==> config.mk <==
export PLATFORM = sky130hd
export DESIGN_NAME = tile_renderer
export DESIGN_NICKNAME = d
export VERILOG_FILES = /design/src/rtl/console_video_pkg.sv /design/src/rtl/pipe_delay.sv /design/src/rtl/tile_renderer.sv
export SDC_FILE = /design/constraint.sdc
export NUM_CORES = 1
export LEC_CHECK = 0
export BUFFER_PORTS_ARGS = -buffer_cell sky130_fd_sc_hd__buf_2
export CORE_MARGIN = 5
export CORE_UTILIZATION = 35
export DETAILED_ROUTE_END_ITERATION = 10
export PLACE_DENSITY = 0.52
export SYNTH_ARGS = -nofsm -noshare
export SYNTH_HDL_FRONTEND = slang
export SYNTH_SLANG_ARGS = --single-unit
==> constraint.sdc <==
create_clock -name clk_in -period 2.3 [get_ports clk_in]
set_input_delay 0.23 -clock clk_in [delete_from_list [all_inputs] [get_ports clk_in]]
set_output_delay 0.23 -clock clk_in [all_outputs]
set_load 0.01 [all_outputs]
==> src/rtl/console_video_pkg.sv <==
// Shared types and timing constants for the console video path.
package console_video_pkg;

    typedef struct packed {
        logic [7:0] r;
        logic [7:0] g;
        logic [7:0] b;
    } rgb_t;

    localparam int TILE_PX        = 8;
    localparam int BPP            = 4;
    localparam int PAL_ENTRIES    = 1 << BPP;
    localparam int RENDER_LATENCY = 6;
    localparam int BRAM_LATENCY   = 2;

endpackage

==> src/rtl/pipe_delay.sv <==
// Fixed-depth shift register with asynchronous clear, used to keep side-band
// information aligned with the tile fetch pipeline.
module pipe_delay #(
    parameter int WIDTH = 1,
    parameter int DEPTH = 1
) (
    input  logic             clk,
    input  logic             rst_n,
    input  logic [WIDTH-1:0] d,
    output logic [WIDTH-1:0] q
);

    logic [WIDTH-1:0] stages [DEPTH];

    always_ff @(posedge clk or negedge rst_n) begin
        if (!rst_n) begin
            for (int i = 0; i < DEPTH; i++) begin
                stages[i] <= '0;
            end
        end else begin
            stages[0] <= d;
            for (int i = 1; i < DEPTH; i++) begin
                stages[i] <= stages[i-1];
            end
        end
    end

    assign q = stages[DEPTH-1];

endmodule

==> src/rtl/tile_renderer.sv <==
// Tilemap pixel source: raster position -> tile ID fetch -> 4bpp pattern fetch -> palette -> RGB.
// Each BRAM read data is sampled two clock edges after the edge that registers its address.
module tile_renderer
    import console_video_pkg::*;
#(
    parameter int H_ACTIVE   = 1280,
    parameter int V_ACTIVE   = 720,
    parameter int MAP_W_LOG2 = 6,
    parameter int MAP_H_LOG2 = 5,
    parameter int TILE_ID_W  = 8,
    parameter int SCALE_LOG2 = 1
) (
    input  logic                             clk_in,
    input  logic                             rst_n_in,
    input  logic [10:0]                      hcount_in,
    input  logic [9:0]                       vcount_in,
    input  logic                             hsync_in,
    input  logic                             vsync_in,
    input  logic                             active_in,
    input  logic                             new_frame_in,
    input  logic [15:0]                      scroll_x_in,
    input  logic [15:0]                      scroll_y_in,
    input  logic                             scroll_valid_in,
    input  logic                             pal_we_in,
    input  logic [3:0]                       pal_addr_in,
    input  logic [23:0]                      pal_data_in,
    output logic [MAP_W_LOG2+MAP_H_LOG2-1:0] map_addr_out,
    input  logic [TILE_ID_W-1:0]             map_data_in,
    output logic [TILE_ID_W+2:0]             pat_addr_out,
    input  logic [TILE_PX*BPP-1:0]           pat_data_in,
    output logic [7:0]                       red_out,
    output logic [7:0]                       green_out,
    output logic [7:0]                       blue_out,
    output logic                             hsync_out,
    output logic                             vsync_out,
    output logic                             active_out
);

    localparam int FINE_W = $clog2(TILE_PX);
    localparam int SX_W   = MAP_W_LOG2 + FINE_W;
    localparam int SY_W   = MAP_H_LOG2 + FINE_W;
    localparam logic [10:0] H_LIMIT = 11'(H_ACTIVE);
    localparam logic [9:0]  V_LIMIT = 10'(V_ACTIVE);

    logic [15:0]       shadow_x, shadow_y, live_x, live_y;
    logic [15:0]       eff_x, eff_y;
    logic [SX_W-1:0]   sx;
    logic [SY_W-1:0]   sy;
    logic              draw;
    logic [FINE_W-1:0] fx_d, fy_d;
    logic [3:0]        sync_tap;
    logic [BPP-1:0]    pix_idx;
    rgb_t              palette [PAL_ENTRIES];
    rgb_t              next_rgb;
    logic              unused_scroll;

    // The frame's first pixel already sees the scroll that becomes live at that pulse.
    always_comb begin
        eff_x = live_x;
        eff_y = live_y;
        if (new_frame_in) begin
            eff_x = scroll_valid_in ? scroll_x_in : shadow_x;
            eff_y = scroll_valid_in ? scroll_y_in : shadow_y;
        end
    end

    always_ff @(posedge clk_in or negedge rst_n_in) begin
        if (!rst_n_in) begin
            shadow_x <= '0;
            shadow_y <= '0;
            live_x   <= '0;
            live_y   <= '0;
        end else begin
            if (scroll_valid_in) begin
                shadow_x <= scroll_x_in;
                shadow_y <= scroll_y_in;
            end
            if (new_frame_in) begin
                live_x <= eff_x;
                live_y <= eff_y;
            end
        end
    end

    // Truncating to the map size in source pixels gives wrap-around scrolling.
    assign sx   = SX_W'(hcount_in >> SCALE_LOG2) + eff_x[SX_W-1:0];
    assign sy   = SY_W'(vcount_in >> SCALE_LOG2) + eff_y[SY_W-1:0];
    assign draw = active_in && (hcount_in < H_LIMIT) && (vcount_in < V_LIMIT);
    assign unused_scroll = ^{eff_x[15:SX_W], eff_y[15:SY_W]};

    pipe_delay #(.WIDTH(FINE_W), .DEPTH(2*BRAM_LATENCY)) u_fx_delay (
        .clk(clk_in), .rst_n(rst_n_in), .d(sx[FINE_W-1:0]), .q(fx_d)
    );

    pipe_delay #(.WIDTH(FINE_W), .DEPTH(BRAM_LATENCY)) u_fy_delay (
        .clk(clk_in), .rst_n(rst_n_in), .d(sy[FINE_W-1:0]), .q(fy_d)
    );

    pipe_delay #(.WIDTH(4), .DEPTH(RENDER_LATENCY-1)) u_sync_delay (
        .clk(clk_in), .rst_n(rst_n_in),
        .d({hsync_in, vsync_in, active_in, draw}), .q(sync_tap)
    );

    always_ff @(posedge clk_in or negedge rst_n_in) begin
        if (!rst_n_in) begin
            map_addr_out <= '0;
            pat_addr_out <= '0;
            pix_idx      <= '0;
        end else begin
            map_addr_out <= {sy[SY_W-1:FINE_W], sx[SX_W-1:FINE_W]};
            pat_addr_out <= {map_data_in, fy_d};
            pix_idx      <= pat_data_in[{fx_d, 2'b00} +: BPP];
        end
    end

    always_ff @(posedge clk_in or negedge rst_n_in) begin
        if (!rst_n_in) begin
            for (int i = 0; i < PAL_ENTRIES; i++) begin
                palette[i] <= '0;
            end
        end else if (pal_we_in) begin
            palette[pal_addr_in] <= rgb_t'(pal_data_in);
        end
    end

    always_comb begin
        next_rgb = '0;
        if (sync_tap[0]) begin
            next_rgb = palette[pix_idx];
        end
    end

    always_ff @(posedge clk_in or negedge rst_n_in) begin
        if (!rst_n_in) begin
            red_out    <= '0;
            green_out  <= '0;
            blue_out   <= '0;
            hsync_out  <= 1'b0;
            vsync_out  <= 1'b0;
            active_out <= 1'b0;
        end else begin
            red_out    <= next_rgb.r;
            green_out  <= next_rgb.g;
            blue_out   <= next_rgb.b;
            hsync_out  <= sync_tap[3];
            vsync_out  <= sync_tap[2];
            active_out <= sync_tap[1];
        end
    end

endmodule

Word-level counts from Yosys, hierarchy flattened
Cells that the tools add are included.

Register bits after elaboration: 524. Input port bits: 129. Word-level logic and storage cells: 96.

Add/sub/neg operators: 2. Order comparisons: 5. Shift operators: 1. Mux-type cells: 11. Bitwise logic cells: 2. Reduce and logical (&&, ||, !) cells: 3.

Operators by type and width (number): $bwmux W384 (1); $bmux W24 S4 (1); $demux W24 S4 (1); $mux W24 (4); $mux W16 (2); $shiftx A32 B6 Y4 (1); $lt A11 B11 Y1 const B (1); $ge A5 B5 Y1 const B (2); $lt A10 B10 Y1 const B (1); $not A4 Y5 (2); $add A9 B9 Y9 (1); $mux W9 (1); $add A8 B8 Y8 (1); $mux W8 (1); $lt A5 B1 Y1 const B (1); $logic_and A1 B1 Y1 (3).

Depth between registers and ports, before layout
Gate-level depths: netlist of the first run.

Depth in word-level cells: 6. Gate-level depth with buffers: 10.

Hierarchy
Synthesis of the first run repeated with hierarchy kept, for this count alone.

Cell total of the unflattened synthesis: 1517. Area, all modules: 22263.9 um2.

By module, submodules not included: tile_renderer (times used 1, cells an instance 1469, area each 21237.9 um2); pipe_delay (u_sync_delay) (times used 1, cells an instance 24, area each 530.5 um2); pipe_delay (u_fx_delay) (times used 1, cells an instance 15, area each 322.8 um2); pipe_delay (u_fy_delay) (times used 1, cells an instance 9, area each 172.7 um2).

Worst setup path before layout of the first run
Ideal clock, no wire load.

Path kind: input -> register. Start: input scroll_valid_in. End: register map_addr_out[5]. Library setup time: 0.124 ns. Arrival: 2.766 ns. Path slack: -0.591 ns. Stages: 10. Path buffers: 2. Cell sequence: buf_2 -> buf_2 -> mux2_2 -> mux2_2 -> ha_1 -> fa_1 -> a21o_1 -> a2111oi_1 -> a21oi_1 -> xnor2_1.

Longest elaborated chain between the ends: 3.

RTL lines: from (decl) (line tile_renderer.sv:23) `input logic scroll_valid_in,`; $mux W16; $mux W9 (line tile_renderer.sv:61) `if (new_frame_in) begin`; via eff_x[0] (line tile_renderer.sv:46) `logic [15:0] eff_x, eff_y;`; $add A9 B9 Y9 (line tile_renderer.sv:86) `assign sx = SX_W'(hcount_in >> SCALE_LOG2) + eff_x[SX_W-1:0];`; via sx[8] (line tile_renderer.sv:47) `logic [SX_W-1:0] sx;`; to (signal assigned) (line tile_renderer.sv:110) `map_addr_out <= {sy[SY_W-1:FINE_W], sx[SX_W-1:FINE_W]};`; to (decl) (line tile_renderer.sv:27) `output logic [MAP_W_LOG2+MAP_H_LOG2-1:0] map_addr_out,`.

The timed path passes the listed nets, and every way through them passes these cells. A chain may end at the register's enable or synchronous reset.

Worst setup path in the final report of the first run
Start: register shadow_x[0]. End: register map_addr_out[5].

Longest elaborated chain between the ends: 3.

RTL lines: from (decl) (line tile_renderer.sv:45) `logic [15:0] shadow_x, shadow_y, live_x, live_y;`; from (signal assigned) (line tile_renderer.sv:75) `shadow_x <= scroll_x_in;`; $mux W16; $mux W9 (line tile_renderer.sv:61); via eff_x[0] (line tile_renderer.sv:46); $add A9 B9 Y9 (line tile_renderer.sv:86); via sx[8] (line tile_renderer.sv:47).

The timed path passes the listed nets, and every way through them passes these cells.

==> results of run 1 <==
[routing by layer]
layer	vias to the layer above	routed length [um]	track usage
met5	-	68	0
met2	241	27100	0.273
met1	6881	26800	0.246
met3	85	2500	0.0349
li1	5715	-	-
met4	8	1070	0.0355
[critical path, cell delays in order (launching register included)]
cell and delay (ns):
dfrtp_1 0.36, mux2_4 0.27, mux2_4 0.28, ha_4 0.16
fa_2 0.34, a21o_1 0.20, a2111oi_4 0.35, a21oi_1 0.14
xnor2_1 0.14
[state kept, by name, summed over array words and instances, names as in the netlist, 8 cells and up]
signal               flops
shadow_y                 8
live_y                   8
u_fx_delay.stages        9
blue_out                 8
shadow_x                 9
green_out                8
palette                384
u_sync_delay.stages     16
live_x                   9
pat_addr_out            11
red_out                  8
map_addr_out            11
[power by group through the flow]
| stage | combinational (W) | sequential [W] | clock (W) |
|---|---|---|---|
| 3_3_place_gp | 0.00762 | 0.0121 | 0 |
| 5_1_grt | 0.00836 | 0.0123 | 0.0108 |
| 6_report | 0.00768 | 0.0120 | 0.0102 |
| 4_1_cts | 0.00783 | 0.0120 | 0.0105 |
| 2_1_floorplan | 0.00535 | 0.0118 | 0 |
| 3_5_place_dp | 0.00774 | 0.0122 | 0 |
[cells by family after synthesis]
| logic type | after synthesis | synth area share |
|---|---|---|
| compound gates | 103 | 0.0313 |
| xor+xnor | 13 | 0.00518 |
| fa+ha+maj | 17 | 0.0104 |
| buf+inv | 119 | 0.0255 |
| flops | 509 | 0.579 |
| mux | 561 | 0.330 |
| simple gates | 87 | 0.0186 |
[worst min-delay path by stage]
| stage | startpoint | endpoint | slack (ns) | depth (start not counted) |
|---|---|---|---|---|
| after global placement | rst_n_in | palette[160] | 0.21 | 1 |
| after global routing | pat_data_in[16] | pix_idx[0] | 0.03 | 3 |
| after detailed placement | rst_n_in | palette[160] | 0.22 | 1 |
| final | vcount_in[2] | u_fy_delay.stages[4] | 0.05 | 4 |
| after CTS | pal_data_in[20] | palette[188] | 0.007 | 2 |
| after floorplan | rst_n_in | active_out | -0.07 | 0 |
[repair_timing]
action	CTS	global route
hold buffers	39	0
pin swaps	2	1
setup buffers	1	0
endpoints found under the setup margin	2	4
endpoints found under the hold margin	89	0
gates resized for setup	1	2
[cells in the mapped netlist, types with 2 or more instances]
cell type  count  area share
nand3b_1       4      0.0014
nor2b_1        4      0.0011
nand3_1        6      0.0014
a32oi_1       13      0.0052
mux2_1        60       0.031
buf_1          2     0.00034
ha_1          15      0.0085
fa_1           2      0.0018
xor2_1         4      0.0016
nor2_1        21      0.0036
clkbuf_1      47      0.0080
nand2_1       33      0.0056
a22o_1         4      0.0016
mux2i_1       39       0.018
buf_4          5      0.0017
inv_1         13      0.0022
o211ai_1       8      0.0027
o21bai_1       2     0.00068
dfrtp_1      509        0.58
a22oi_1       13      0.0044
and3_1         4      0.0011
o21a_1         2     0.00068
mux2_2       374        0.19
or3_1          5      0.0014
buf_2         46       0.010
nor3_1         3     0.00068
xnor2_1        9      0.0036
mux4_2        88       0.090
o21ai_0       24      0.0055
o22ai_1       10      0.0028
a21oi_1       19      0.0043
buf_6          5      0.0026
nand2b_1       4      0.0011
[stage by stage]
| stage | area [sq um] | TNS (ns) |
|---|---|---|
| after floorplan | 22100 | -0.208 |
| after global placement | 24600 | -0.911 |
| after detailed placement | 24600 | -1.10 |
| after CTS | 27100 | -0.118 |
| after global routing | 27100 | -0.319 |
| final | 27100 | -0.0864 |
[area by class of cell]
cell class	count	area, sq um
Antenna cell	3	7.51
Clock buffer	73	1600
Clock inverter	33	512
Fill cell	5676	35500
Inverter	14	52.6
Multi-Input combinational cell	781	8820
Sequential cell	509	12700
Tap cell	846	1060
Timing Repair Buffer	296	2340
==> summary.txt, run 1 <==
Logic synthesis
  • Syn Inst Count: 1409
  • #FFs+latches synth: 509
  • Count of warnings emitted by yosys: 0
  • Primary FF master, synth: dfrtp_1
  • EDFF count, synth: 0
  • Sequential element share of the synthesized area: 0.579
  • Mapped Avg Cell Area: 15.6 sq um
  • Synth unique cells: 45
  • Syn nets: 1555
  • Ys async rst share: 1.00
  • Netlist Area Pre-Place: 22000 sq um

Die
  • I/O pins: 178
  • Core ar.: 62600 sq um
  • Initial core utilization: 0.351
  • Die span in y: 261 um
  • Die area: 68000 sq um
  • Die width: 261 um
  • Site Rows: 92

Finish
  • Commonest cells after routing, fill and taps aside: dfrtp_1, mux2_2, buf_2
  • Most common cell after layout, fill and taps aside: dfrtp_1
  • Final Util: 0.433
  • Final nets: 1805
  • Synth-to-layout area growth: 23.4%
  • Fin cells: 2555
  • Share of post-route cells with drive strength above 1: 0.492

Routing
  • Post-route ant nets: 0
  • Vias per cell: 5.06
  • Final wirelength: 57500 um
  • Avg WL per Cell: 22.5 um
  • Drt pass-1 iters: 4
  • Vias after detailed routing: 12900
  • Iter 0 DRT Violations: 575
  • DRC violations left: 0

Power
  • Pint: 0.0216 W
  • Sw Pwr: 0.00834 W
  • Pwr dens: 1100 nW/um^2
  • Clk pwr share: 0.340
  • Peak VDD IR: 0.587 mV
  • Leak Pwr: 11.9 nW
  • Sw Ratio: 0.279
  • Flop pwr share: 0.403
  • Pwr Total: 0.0299 W
  • Combinational Power Share: 0.257

CTS
  • Worst skew pair latency: 0.61 ns
  • Root Buffer: clkbuf_16
  • H-Tree Depth: 2
  • Max Root-Sink Buffers: 3
  • Total CTS buffers: 57
  • Clock Pin Slew Worst Setup and Hold Paths: 0.06 ns
  • CTS tree: built
  • Total clock sinks: 509

STA
  • Final min period: 2.36 ns
  • Final Hold Fails: 0
  • PnR worst setup slack: -0.0585 ns
  • Count of final setup violators: 2
  • Final hold slack: 0.0525 ns
  • Slew @ Worst Pin: 1.07 ns
  • Worst Skew: 0.0143 ns
  • Unrepaired setup endpoints after global routing: yes
  • Slew headroom: 0.281
  • Tcrit/Tclk final: 1.03
  • Fmax: 424 MHz
  • Final Slew Violations: 0

Critical path
  • Crit. Startpoint: shadow_x[0]
  • Reg2reg path depth: 8
  • Worst reg-to-reg setup slack: -0.06 ns
  • Setup CP Type: register to register
  • CP Max Fanout: 2
  • CP endpoint: map_addr_out[5]
  • CP Data Arrival Time: 2.85 ns
  • Required time of the critical path: 2.79 ns
  • R2R Path End: map_addr_out[5]
  • Crit path launch type: register
  • Reg-to-Reg Start: shadow_x[0]
  • Worst Setup End Kind: register

GRT
  • Number of global-route vias before repair: 14200
  • Global-route wire length before repair: 89400 um
  • GRT overflow: 0
  • Largest net degree at the start of global routing: 69
  • Total global routing track utilization: 0.172
  • Initial antenna violation count: 10

Place
  • Port Buf Inserts: 160
  • Placer Congestion: 0.746
  • Pre-CTS WS: -0.250 ns
  • Placed instance count: 2406
  • DPL Wire Length: 34600 um

Status
  • Violated checks: setup timing
  • Outcome: complete, but fails checks

Hold path
  • Worst Hold Class: input port to register

Job
  • Max_cap viols: 0
Power figures use the tool's default switching activity.
==> inputs of run 2 (changes only) <==
clock period = 2.1 ns   (was 2.3 ns; I/O delays follow)
==> summary.txt, run 2 (same netlist as run 1, synthesis figures left out) <==
Routing
  • Iter 0 DRT Violations: 654
  • Avg WL per Cell: 22.4 um
  • DRC violations left: 0
  • Vias after detailed routing: 13000
  • Vias per cell: 5.05
  • Final wirelength: 57700 um
  • Post-route ant nets: 0
  • Drt pass-1 iters: 5

Power
  • Pwr dens: 1180 nW/um^2
  • Pwr Total: 0.0320 W
  • Leak Pwr: 12.0 nW
  • Peak VDD IR: 0.645 mV

GRT
  • Largest net degree at the start of global routing: 101
  • Global-route wire length before repair: 89200 um
  • GRT overflow: 0
  • Initial antenna violation count: 8
  • Number of global-route vias before repair: 14300
  • Total global routing track utilization: 0.172

Hold path
  • Worst Min Path Start: pal_data_in[8]
  • Worst hold path depth: 2
  • Worst Hold Class: input port to register
  • Hold endpoint: palette[272]

Die
  • Die width: 261 um
  • Initial core utilization: 0.351
  • Die area: 68000 sq um
  • Die span in y: 261 um
  • Core ar.: 62600 sq um
  • Site Rows: 92
  • I/O pins: 178

STA
  • Slew headroom: 0.556
  • Final Slew Violations: 0
  • Unrepaired setup endpoints after global routing: yes
  • Final min period: 2.32 ns
  • Final Hold Fails: 0
  • Tcrit/Tclk final: 1.11
  • Fmax: 431 MHz
  • Worst Skew: 0.0170 ns
  • Count of final setup violators: 4
  • PnR worst setup slack: -0.221 ns
  • TNS Setup: -0.464 ns
  • Slew @ Worst Pin: 0.666 ns

Place
  • Port Buf Inserts: 160
  • Placer Congestion: 0.717
  • Placed instance count: 2413
  • Pre-CTS WS: -0.428 ns
  • Area post-placement: 24600 sq um
  • DPL Wire Length: 34700 um

Critical path
  • Reg2reg path depth: 8
  • Setup CP Type: register to register
  • Reg-to-Reg Start: shadow_x[0]
  • Worst reg-to-reg setup slack: -0.22 ns
  • Max incr delay on CP: 0.36 ns
  • Cell mode on critical path: mux2_4
  • Worst Setup End Kind: register
  • R2R Path End: map_addr_out[3]
  • CP Data Arrival Time: 2.85 ns
  • Cell breakdown of the critical path: mux2_4 > mux2_4 > ha_4 > fa_2 > a21o_1 > a2111oi_4 > buf_4 > xnor2_2
  • CP Max Fanout: 2
  • Crit path launch type: register
  • Crit. Startpoint: shadow_x[0]
  • Required time of the critical path: 2.63 ns
  • Crit-path slowest cell: dfrtp_1

Finish
  • Share of post-route cells with drive strength above 1: 0.497
  • Fin cells: 2575
  • Largest Register: palette
  • Fin area: 27200 sq um
  • Synth-to-layout area growth: 23.7%
  • Fillcell total: 5709
  • Commonest cells after routing, fill and taps aside: dfrtp_1, mux2_2, buf_2
  • Final nets: 1822
  • Max reg flops: 384
  • Registers with the most flip-flops: palette: 384 flops, u_sync_delay.stages: 16 flops
  • Most common cell after layout, fill and taps aside: dfrtp_1

CTS
  • CTS tree: built
  • Root Buffer: clkbuf_16
  • H-Tree Depth: 2
  • Max Root-Sink Buffers: 3
  • Clock Pin Slew Worst Setup and Hold Paths: 0.06 ns
  • Total clock sinks: 509
  • Worst skew pair latency: 0.62 ns
  • Total CTS buffers: 57

Status
  • Outcome: complete, but fails checks
  • Violated checks: setup timing

Job
  • Max_cap viols: 0
-- run 2: changes by cell type in the layout (fill, tap and decap cells not counted), sizes merged --
cell / before / now
buf: 257 / 266
bufinv: 12 / 4
clkbuf: 73 / 91
clkinv: 12 / 11
clkinvlp: 5 / 0
diode: 3 / 5
dlygate4sd3: 39 / 47
inv: 18 / 15
-- run 2: worst max-delay path, delay by kind of cell, from the launching register on --
kind,cells,cell delay (ns)
multiplexers,2,0.54
adder cells (fa/ha/maj),2,0.49
AO/OA/AOI/OAI,2,0.55
flip-flops,1,0.36
buffers and inverters,1,0.18
XOR/XNOR,1,0.10
-- run 2: power by group --
group | internal (W) | switching [W]
clock | 0.00623 | 0.00406
sequential | 0.0120 | 0.00111
combinational | 0.00479 | 0.00382
-- run 2: final cells by class --
type                    count  area, sq um  area share
well taps                 846         1060      0.0389
clock buffers              91         1760      0.0648
flip-flops and latches    509        12700       0.468
diodes                      5         12.5    0.000460
multi-input cells         781         8960       0.329
repair buffers            313         2420      0.0888
clock inverters            16          210     0.00772
inverters                  14         52.6     0.00193
-- run 2: what timing repair did --
action,in CTS,in global routing
endpoints found under the setup margin,5,11
hold buffers,47,0
gates resized for setup,10,17
setup buffers,1,2
pin swaps,6,12
endpoints found under the hold margin,565,0
-- run 2: per-layer routing --
layer | track usage | up-vias | share of wire | routed length, um
met3 | 0.0331 | 85 | 0.041 | 2340
met4 | 0.0362 | 6 | 0.019 | 1080
met1 | 0.238 | 6950 | 0.46 | 26500
met5 | 0 | - | 0.00059 | 34
li1 | - | 5748 | - | -
met2 | 0.284 | 222 | 0.48 | 27800
-- run 2: per-stage QoR --
stage                     hold WS (ns)  utilization
final                           0.0295        0.435
after global routing            0.0174        0.435
after CTS                      0.00119        0.432
after detailed placement        0.0824        0.392
after global placement          0.0828        0.392
after floorplan                -0.0856            -
-- run 2: worst max-delay path by stage --
stage | to | slack (ns) | cells after the start
global placement | map_addr_out[5] | -0.40 | 9
global route | map_addr_out[5] | -0.31 | 8
detailed placement | map_addr_out[10] | -0.43 | 11
CTS | map_addr_out[3] | -0.24 | 8
finish | map_addr_out[3] | -0.22 | 8
floorplan | map_addr_out[5] | -0.35 | 10
==> inputs of run 3 (changes only) <==
--- a/config.mk
+++ b/config.mk
@@ -8,2 +8,3 @@
 export BUFFER_PORTS_ARGS = -buffer_cell sky130_fd_sc_hd__buf_2
+export CAP_MARGIN = 15
 export CORE_MARGIN = 5
==> constraint.sdc (replaced) <==
create_clock -name clk_in -period 1.9 [get_ports clk_in]
set_input_delay 0.19 -clock clk_in [delete_from_list [all_inputs] [get_ports clk_in]]
set_output_delay 0.19 -clock clk_in [all_outputs]
set_load 0.05 [all_outputs]
==> summary.txt, run 3 (same netlist as run 1, synthesis figures left out) <==
Finish
  • Commonest cells after routing, fill and taps aside: dfrtp_1, mux2_2, buf_2
  • Share of post-route cells with drive strength above 1: 0.526
  • Max reg flops: 384
  • Largest Register: palette
  • Most common cell after layout, fill and taps aside: dfrtp_1
  • Final nets: 1874
  • Synth-to-layout area growth: 28.3%
  • Registers with the most flip-flops: palette: 384 flops, u_sync_delay.stages: 16 flops

CTS
  • Total CTS buffers: 57
  • H-Tree Depth: 2
  • Total clock sinks: 509
  • CTS tree: built
  • Clock Pin Slew Worst Setup and Hold Paths: 0.06 ns
  • Worst skew pair latency: 0.61 ns
  • Root Buffer: clkbuf_16
  • Max Root-Sink Buffers: 3

Die
  • Core ar.: 62600 sq um
  • Site Rows: 92
  • Initial core utilization: 0.351
  • Die width: 261 um
  • Die span in y: 261 um
  • Die area: 68000 sq um
  • I/O pins: 178

GRT
  • GRT overflow: 0
  • Global-route wire length before repair: 89700 um
  • Initial antenna violation count: 11
  • Total global routing track utilization: 0.171
  • Number of global-route vias before repair: 14600
  • Largest net degree at the start of global routing: 88

Place
  • Port Buf Inserts: 160
  • Pre-CTS WS: -0.611 ns
  • Placer Congestion: 0.777
  • DPL Wire Length: 35800 um

Critical path
  • CP Max Fanout: 2
  • Crit path launch type: register
  • Worst Setup End Kind: register
  • Setup CP Type: register to register
  • CP Data Arrival Time: 2.80 ns
  • Required time of the critical path: 2.38 ns

STA
  • PnR worst setup slack: -0.418 ns
  • Final min period: 2.32 ns
  • Final Hold Fails: 0
  • Final Slew Violations: 0
  • Tcrit/Tclk final: 1.22
  • Unrepaired setup endpoints after global routing: yes
  • Worst Skew: 0.0264 ns
  • TNS Setup: -1.85 ns
  • Fmax: 431 MHz
  • Slew @ Worst Pin: 0.599 ns
  • Slew headroom: 0.601
  • Count of final setup violators: 11

Power
  • Peak VDD IR: 0.810 mV
  • Clk pwr share: 0.313
  • Leak Pwr: 12.4 nW
  • Pwr dens: 1360 nW/um^2
  • Pint: 0.0271 W
  • Flop pwr share: 0.381
  • Combinational Power Share: 0.306
  • Sw Ratio: 0.292
  • Sw Pwr: 0.0112 W
  • Pwr Total: 0.0383 W

Hold path
  • Worst Hold Class: input port to register

Routing
  • Vias after detailed routing: 13300
  • DRC violations left: 0
  • Iter 0 DRT Violations: 650
  • Post-route ant nets: 0
  • Vias per cell: 5.05
  • Final wirelength: 57300 um
  • Avg WL per Cell: 21.8 um
  • Drt pass-1 iters: 5

Status
  • Outcome: complete, but fails checks
  • Violated checks: setup timing

Job
  • Max_cap viols: 0
[run 3: cell count changes in the layout (fill, tap and decap cells not counted), sizes merged]
cell         delta
buf            +42
bufinv          +6
dlygate4sd3     +8
clkbuf          -7
clkinv          +1
clkinvlp        +1
inv             -2
[run 3: power by group through the flow]
stage	sequential, W	clock (W)	combinational (W)
finish	0.0146	0.0120	0.0117
global route	0.0149	0.0128	0.0126
CTS	0.0146	0.0124	0.0115
detailed placement	0.0148	0	0.0108
global placement	0.0147	0	0.0106
floorplan	0.0152	0	0.00650
[run 3: critical path, cell delays in order (launching register included)]
cell and delay [ns]:
dfrtp_1 0.37, mux2_4 0.27, mux2_4 0.27, ha_4 0.16, fa_2 0.34, a21o_1 0.20
a2111oi_4 0.31, a21oi_1 0.12, xnor2_1 0.14
[run 3: final cells by class]
type                    count  area [sq um]
diodes                      5          12.5
well taps                 846          1060
clock inverters            22           378
clock buffers              82          1700
multi-input cells         781          9080
inverters                  14          52.6
fillers                  5556         34400
flip-flops and latches    509         12700
repair buffers            365          3200
[run 3: repair_timing]
action                     in CTS  in global routing
hold endpoints to repair      571                  0
gates resized for setup        36                 41
setup endpoints to repair      28                 26
pin swaps                      19                 25
hold buffers                   56                  0
setup buffers                  12                  7
cloned                          2                  2
[run 3: path summary, 6_finish.rpt]
kind	to	from	slack [ns]	depth (start not counted)
worst max-delay path	map_addr_out[5]	shadow_x[0]	-0.42	8
worst min-delay path	palette[277]	pal_data_in[13]	0.03	2
worst max register to register	map_addr_out[5]	shadow_x[0]	-0.42	8
worst min register to register	u_sync_delay.q[2]	u_sync_delay.stages[6]	0.34	0
max in group asynchronous	palette[274]	rst_n_in	1.06	3
min in group asynchronous	palette[88]	rst_n_in	0.06	2
[run 3: metrics by stage]
step | std cells | hold WS (ns) | utilization | instance area [sq um]
final | 2624 | 0.0310 | 0.451 | 28200
after global routing | 2621 | 0.0355 | 0.451 | 28200
after CTS | 2613 | 0.000138 | 0.447 | 28000
after detailed placement | 2440 | 0.0822 | 0.400 | 25000
after global placement | 2440 | 0.0802 | 0.400 | 25000
after floorplan | 1409 | -0.106 | - | 22100
[run 3: layer usage]
layer | up-vias | track usage | routed length (um)
li1 | 5848 | - | -
met1 | 7063 | 0.241 | 26300
met2 | 245 | 0.276 | 27500
met3 | 85 | 0.0316 | 2420
met4 | 12 | 0.0411 | 1050
met5 | - | 0 | 81
